### src/rtl/bcd_time_counter.sv
// hh:mm:ss packed-BCD clock/timer with a 1 s prescaler, run/stop, clear and preset load.
// Feeds the six digit nibbles of the seven-segment scan driver; all outputs registered.
module bcd_time_counter #(
    parameter int TICK_DIV = 100_000_000
) (
    input  logic       clk,
    input  logic       rst,
    input  logic       start_stop,
    input  logic       clear,
    input  logic       load,
    input  logic       dir,
    input  logic [7:0] set_sec,
    input  logic [7:0] set_min,
    input  logic [7:0] set_hour,
    output logic [3:0] sec0,
    output logic [3:0] sec1,
    output logic [3:0] min0,
    output logic [3:0] min1,
    output logic [3:0] hour0,
    output logic [3:0] hour1,
    output logic       running,
    output logic       tick,
    output logic       expired,
    output logic       load_err
);
    localparam int PW = (TICK_DIV > 1) ? $clog2(TICK_DIV) : 1;
    localparam logic [PW-1:0] PRESC_MAX = PW'(TICK_DIV - 1);

    typedef enum logic [1:0] {IDLE, RUN, EXPIRED} state_t;

    state_t        state_q, state_d;
    logic [23:0]   time_q, time_d;      // {hour, min, sec}, ones nibble lowest
    logic [PW-1:0] presc_q, presc_d;
    logic          running_q, running_d;
    logic          expired_q, expired_d;
    logic          tick_q, tick_d;
    logic          load_err_q, load_err_d;

    logic [23:0] nxt_up, nxt_dn;
    logic        load_ok, time_zero, wrap;

    function automatic logic [23:0] bcd_inc(input logic [23:0] t);
        logic [5:0][3:0] d;
        d = t;
        if (d[0] != 4'd9) d[0] = d[0] + 4'd1;
        else begin
            d[0] = 4'd0;
            if (d[1] != 4'd5) d[1] = d[1] + 4'd1;
            else begin
                d[1] = 4'd0;
                if (d[2] != 4'd9) d[2] = d[2] + 4'd1;
                else begin
                    d[2] = 4'd0;
                    if (d[3] != 4'd5) d[3] = d[3] + 4'd1;
                    else begin
                        d[3] = 4'd0;
                        if (d[5] == 4'd2 && d[4] == 4'd3) begin
                            d[5] = 4'd0;
                            d[4] = 4'd0;
                        end else if (d[4] == 4'd9) begin
                            d[4] = 4'd0;
                            d[5] = d[5] + 4'd1;
                        end else d[4] = d[4] + 4'd1;
                    end
                end
            end
        end
        return d;
    endfunction

    // Never called with 00:00:00; that case expires without a decrement.
    function automatic logic [23:0] bcd_dec(input logic [23:0] t);
        logic [5:0][3:0] d;
        d = t;
        if (d[0] != 4'd0) d[0] = d[0] - 4'd1;
        else begin
            d[0] = 4'd9;
            if (d[1] != 4'd0) d[1] = d[1] - 4'd1;
            else begin
                d[1] = 4'd5;
                if (d[2] != 4'd0) d[2] = d[2] - 4'd1;
                else begin
                    d[2] = 4'd9;
                    if (d[3] != 4'd0) d[3] = d[3] - 4'd1;
                    else begin
                        d[3] = 4'd5;
                        if (d[4] != 4'd0) d[4] = d[4] - 4'd1;
                        else if (d[5] != 4'd0) begin
                            d[4] = 4'd9;
                            d[5] = d[5] - 4'd1;
                        end else begin
                            d[5] = 4'd2;
                            d[4] = 4'd3;
                        end
                    end
                end
            end
        end
        return d;
    endfunction

    assign nxt_up    = bcd_inc(time_q);
    assign nxt_dn    = bcd_dec(time_q);
    assign time_zero = (time_q == 24'h0);
    assign wrap      = (presc_q == PRESC_MAX);
    assign load_ok   = (set_sec[7:4] <= 4'd5) && (set_sec[3:0] <= 4'd9) &&
                       (set_min[7:4] <= 4'd5) && (set_min[3:0] <= 4'd9) &&
                       (set_hour[3:0] <= 4'd9) &&
                       ((set_hour[7:4] < 4'd2) || (set_hour[7:4] == 4'd2 && set_hour[3:0] <= 4'd3));

    always_comb begin
        state_d    = state_q;
        time_d     = time_q;
        presc_d    = presc_q;
        tick_d     = 1'b0;
        load_err_d = 1'b0;
        if (clear) begin
            time_d  = '0;
            presc_d = '0;
            state_d = IDLE;
        end else if (load) begin
            if (state_q != RUN && load_ok) begin
                time_d  = {set_hour, set_min, set_sec};
                presc_d = '0;
                state_d = IDLE;
            end else begin
                load_err_d = 1'b1;
            end
        end else if (start_stop) begin
            // Stopping keeps the prescaler, so a resume finishes the partial second.
            if (state_q == IDLE && !(dir && time_zero)) state_d = RUN;
            else if (state_q == RUN)                    state_d = IDLE;
        end else if (state_q == RUN) begin
            if (wrap) begin
                presc_d = '0;
                if (dir && time_zero) begin
                    state_d = EXPIRED;
                end else begin
                    time_d = dir ? nxt_dn : nxt_up;
                    tick_d = 1'b1;
                    if (dir && nxt_dn == 24'h0) state_d = EXPIRED;
                end
            end else begin
                presc_d = presc_q + PW'(1);
            end
        end
        running_d = (state_d == RUN);
        expired_d = (state_d == EXPIRED);
    end

    always_ff @(posedge clk) begin
        if (!rst) begin
            state_q    <= IDLE;
            time_q     <= '0;
            presc_q    <= '0;
            running_q  <= 1'b0;
            expired_q  <= 1'b0;
            tick_q     <= 1'b0;
            load_err_q <= 1'b0;
        end else begin
            state_q    <= state_d;
            time_q     <= time_d;
            presc_q    <= presc_d;
            running_q  <= running_d;
            expired_q  <= expired_d;
            tick_q     <= tick_d;
            load_err_q <= load_err_d;
        end
    end

    assign {hour1, hour0, min1, min0, sec1, sec0} = time_q;
    assign running  = running_q;
    assign expired  = expired_q;
    assign tick     = tick_q;
    assign load_err = load_err_q;
endmodule

### config.mk
export PLATFORM = sky130hd
export DESIGN_NAME = bcd_time_counter
export DESIGN_NICKNAME = d
export VERILOG_FILES = /design/src/rtl/bcd_time_counter.sv
export SDC_FILE = /design/constraint.sdc
export NUM_CORES = 1
export LEC_CHECK = 0
export BUFFER_PORTS_ARGS = -buffer_cell sky130_fd_sc_hd__buf_2
export CORE_UTILIZATION = 30
export DETAILED_ROUTE_END_ITERATION = 7
export PLACE_DENSITY = 0.48
export SLEW_MARGIN = 20
export SYNTH_ARGS = -nofsm -noshare
export SYNTH_HDL_FRONTEND = slang
export SYNTH_SLANG_ARGS = --single-unit
### constraint.sdc
create_clock -name clk -period 3.4 [get_ports clk]
set_input_delay 0.68 -clock clk [delete_from_list [all_inputs] [get_ports clk]]
set_output_delay 0.68 -clock clk [all_outputs]
set_load 0.005 [all_outputs]
==> impl_metrics.toml <==
[setup_path]
crit_type = "register to register"
start_kind = "register"
crit_arrival_ns = 3.13
critPathRequiredTime_ns = 3.66
cp_max_fo = 9
worstSetupEndpointType = "register"

[sta]
drv_slew = 0
hold_viol = 0
setup_viol_count_final = 0
setup_ws_ns = 0.534
fin_crit_sh_pct = 84.3
rsz0062_at_grt = "false"
tightestPinTransition_ns = 1.03
slew-limit-headroom_pct = 31.1
finClkSkew_ns = 0.00912
finalSetupTns_ns = 0
fmaxAchievable_ghz = 0.349
min_period_ns = 2.87

[synth]
syn-instance-count = 543
synthArstFlopShare_pct = 0
synth_top_area_share_pct = 27.6
postSynthAreaPerCell_um2 = 7.62
synth_area_mm2 = 0.00414
synth_edf_count = 0
post_synth_num_cell_types = 70
synth.area.top_cells = "dfxtp_1 (28%), nor2_1 (6.6%), mux2i_1 (4.8%)"
synth-seq-cells = 57
yosys_warnings = 0
seq_area_frac_synth_pct = 27.6
synth_flop_cell = "dfxtp_1"
synth_fp_nets = 582
yosys.area.top_type = "dfxtp_1"

[clock_tree]
cts_buffers = 9
htreeDepth = 3
cts.repair.resized = 0
cts_sinks = 57
cts_tree = "done"
clk_path_buf_depth = 2
cts_setup_buffers = 0
insertion_delay_ns = 0.34
hold_buffers = 0
root_buffer = "clkbuf_16"
clkSlewWorstSetupHoldPaths_ns = 0.06

[global_route]
grt_max_degree = 36
grt_util_met1_pct = 26.3
met2_usage_pct = 29.5
grt_pass1_vias = 3955
grt_pass1_wl_um = 21200
antenna_found_initial = 0
use_met3_pct = 3.88
overflow = 0
grt.total_usage_pct = 19.0
busiest_layer = "met2"

[layout]
fin_cells = 769
layout.nets = 628
drive_above_1_share_pct = 18.4
layout_common_cells = "nor2_1 (73), dfxtp_1 (57), buf_2 (57), nand2_1 (42), a21oi_1 (27)"
fillers = 1452
synthToLayoutAreaGrowth_pct = 19.1
utilization_pct = 36.9
fin_area_mm2 = 0.00493
final_common_cell = "nor2_1"
antenna_cells = 0

[power_and_ir_drop]
powerDensity_mw_per_mm2 = 373
ir_drop_mv = 0.212
p_leak_nw = 1.88

[worst_hold_path]
worstHoldPathType = "register to register"

[place]
routabilityCongestion = 0.826
port_buffers = 57
place_inst = 754
post-place-ws_ns = 0.370
dpl-instance-area_mm2 = 0.00460
dpl.hpwl_um = 9450

[route]
post_drt_wl_per_cell_um = 17.1
ant_nets = 0
drtIter0Drc = 222
via_count = 4206
routed_wl_um = 13100
viasPerCell = 5.47
route.detailed.drc = 0
dr.pass1.iters = 5

[floorplanning]
die_y_um = 119
coreArea_mm2 = 0.0133
start_util_pct = 31.0
dieArea_mm2 = 0.0143
ios = 58
die_w_um = 119
rows = 42

[outcome]
status = "complete, no violations"

[job]
cap_violations = 0
[flip-flops by register name, summed over array words and instances (netlist names)]
| register | cells |
|---|---|
| presc_q | 27 |
| time_q | 24 |
| state_q | 2 |
| expired | 1 |
| load_err | 1 |
| running | 1 |
| tick | 1 |
[final timing paths]
path	from	to	slack, ns	depth (start not counted)
worst max-delay path	time_q[11]	time_q[10]	0.53	8
worst min-delay path	presc_q[24]	presc_q[24]	0.51	2
worst max register to register	time_q[11]	time_q[10]	0.53	8
worst min register to register	presc_q[24]	presc_q[24]	0.51	2
[layer usage]
metal,vias up,wire length (um)
met5,-,0
met4,0,179
met3,11,622
met2,147,5940
met1,1971,6400
li1,2077,-
[layout make-up]
class | instances | area (um2) | area share [%]
clock inverter | 6 | 108 | 2.18
inverter | 13 | 48.8 | 0.990
tap | 176 | 220 | 4.47
timing repair buffer | 75 | 420 | 8.53
clock buffer | 9 | 225 | 4.57
sequential | 57 | 1140 | 23.2
multi-input combinational | 433 | 2770 | 56.1
[metrics by stage]
step	hold WS (ns)	total power, mW
2_1_floorplan	0.471	0.760
3_3_place_gp	0.489	0.810
3_5_place_dp	0.495	0.809
4_1_cts	0.512	1.85
5_1_grt	0.543	1.90
6_report	0.514	1.84
[where the power goes]
part	total [mW]	internal, mW	switching [mW]
Clock	1.04	0.708	0.334
Combinational	0.125	0.0430	0.0823
Sequential	0.670	0.670	0.000817
[Yosys cell counts (15+ instances only)]
master	count
clkbuf_1	28
nand3_1	22
xor2_1	20
dfxtp_1	57
nor3_1	21
o21ai_0	25
a21oi_1	27
nor4_1	15
mux2i_1	20
nor2_1	73
nand4_1	21
nand2_1	42
[worst max-delay path: stages, from the launching register on]
cell	delay, ns
dfxtp_1	0.31
nor3_1	0.63
and2_1	0.45
nand4_1	0.28
a22oi_2	0.45
buf_4	0.27
nor3_4	0.09
nand2b_1	0.20
a21oi_1	0.11
[kinds of logic (layout without fill, tap and decap cells)]
logic type,count (synthesis),count (layout),synth area share [%]
flops,57,57,27.6
fa+ha+maj,9,9,2.72
mux,22,22,5.38
xor+xnor,29,29,6.14
compound gates,114,114,18.7
buf+inv,53,103,5.59
simple gates,259,259,33.9
No activity file was read; power rests on OpenSTA's default activity.
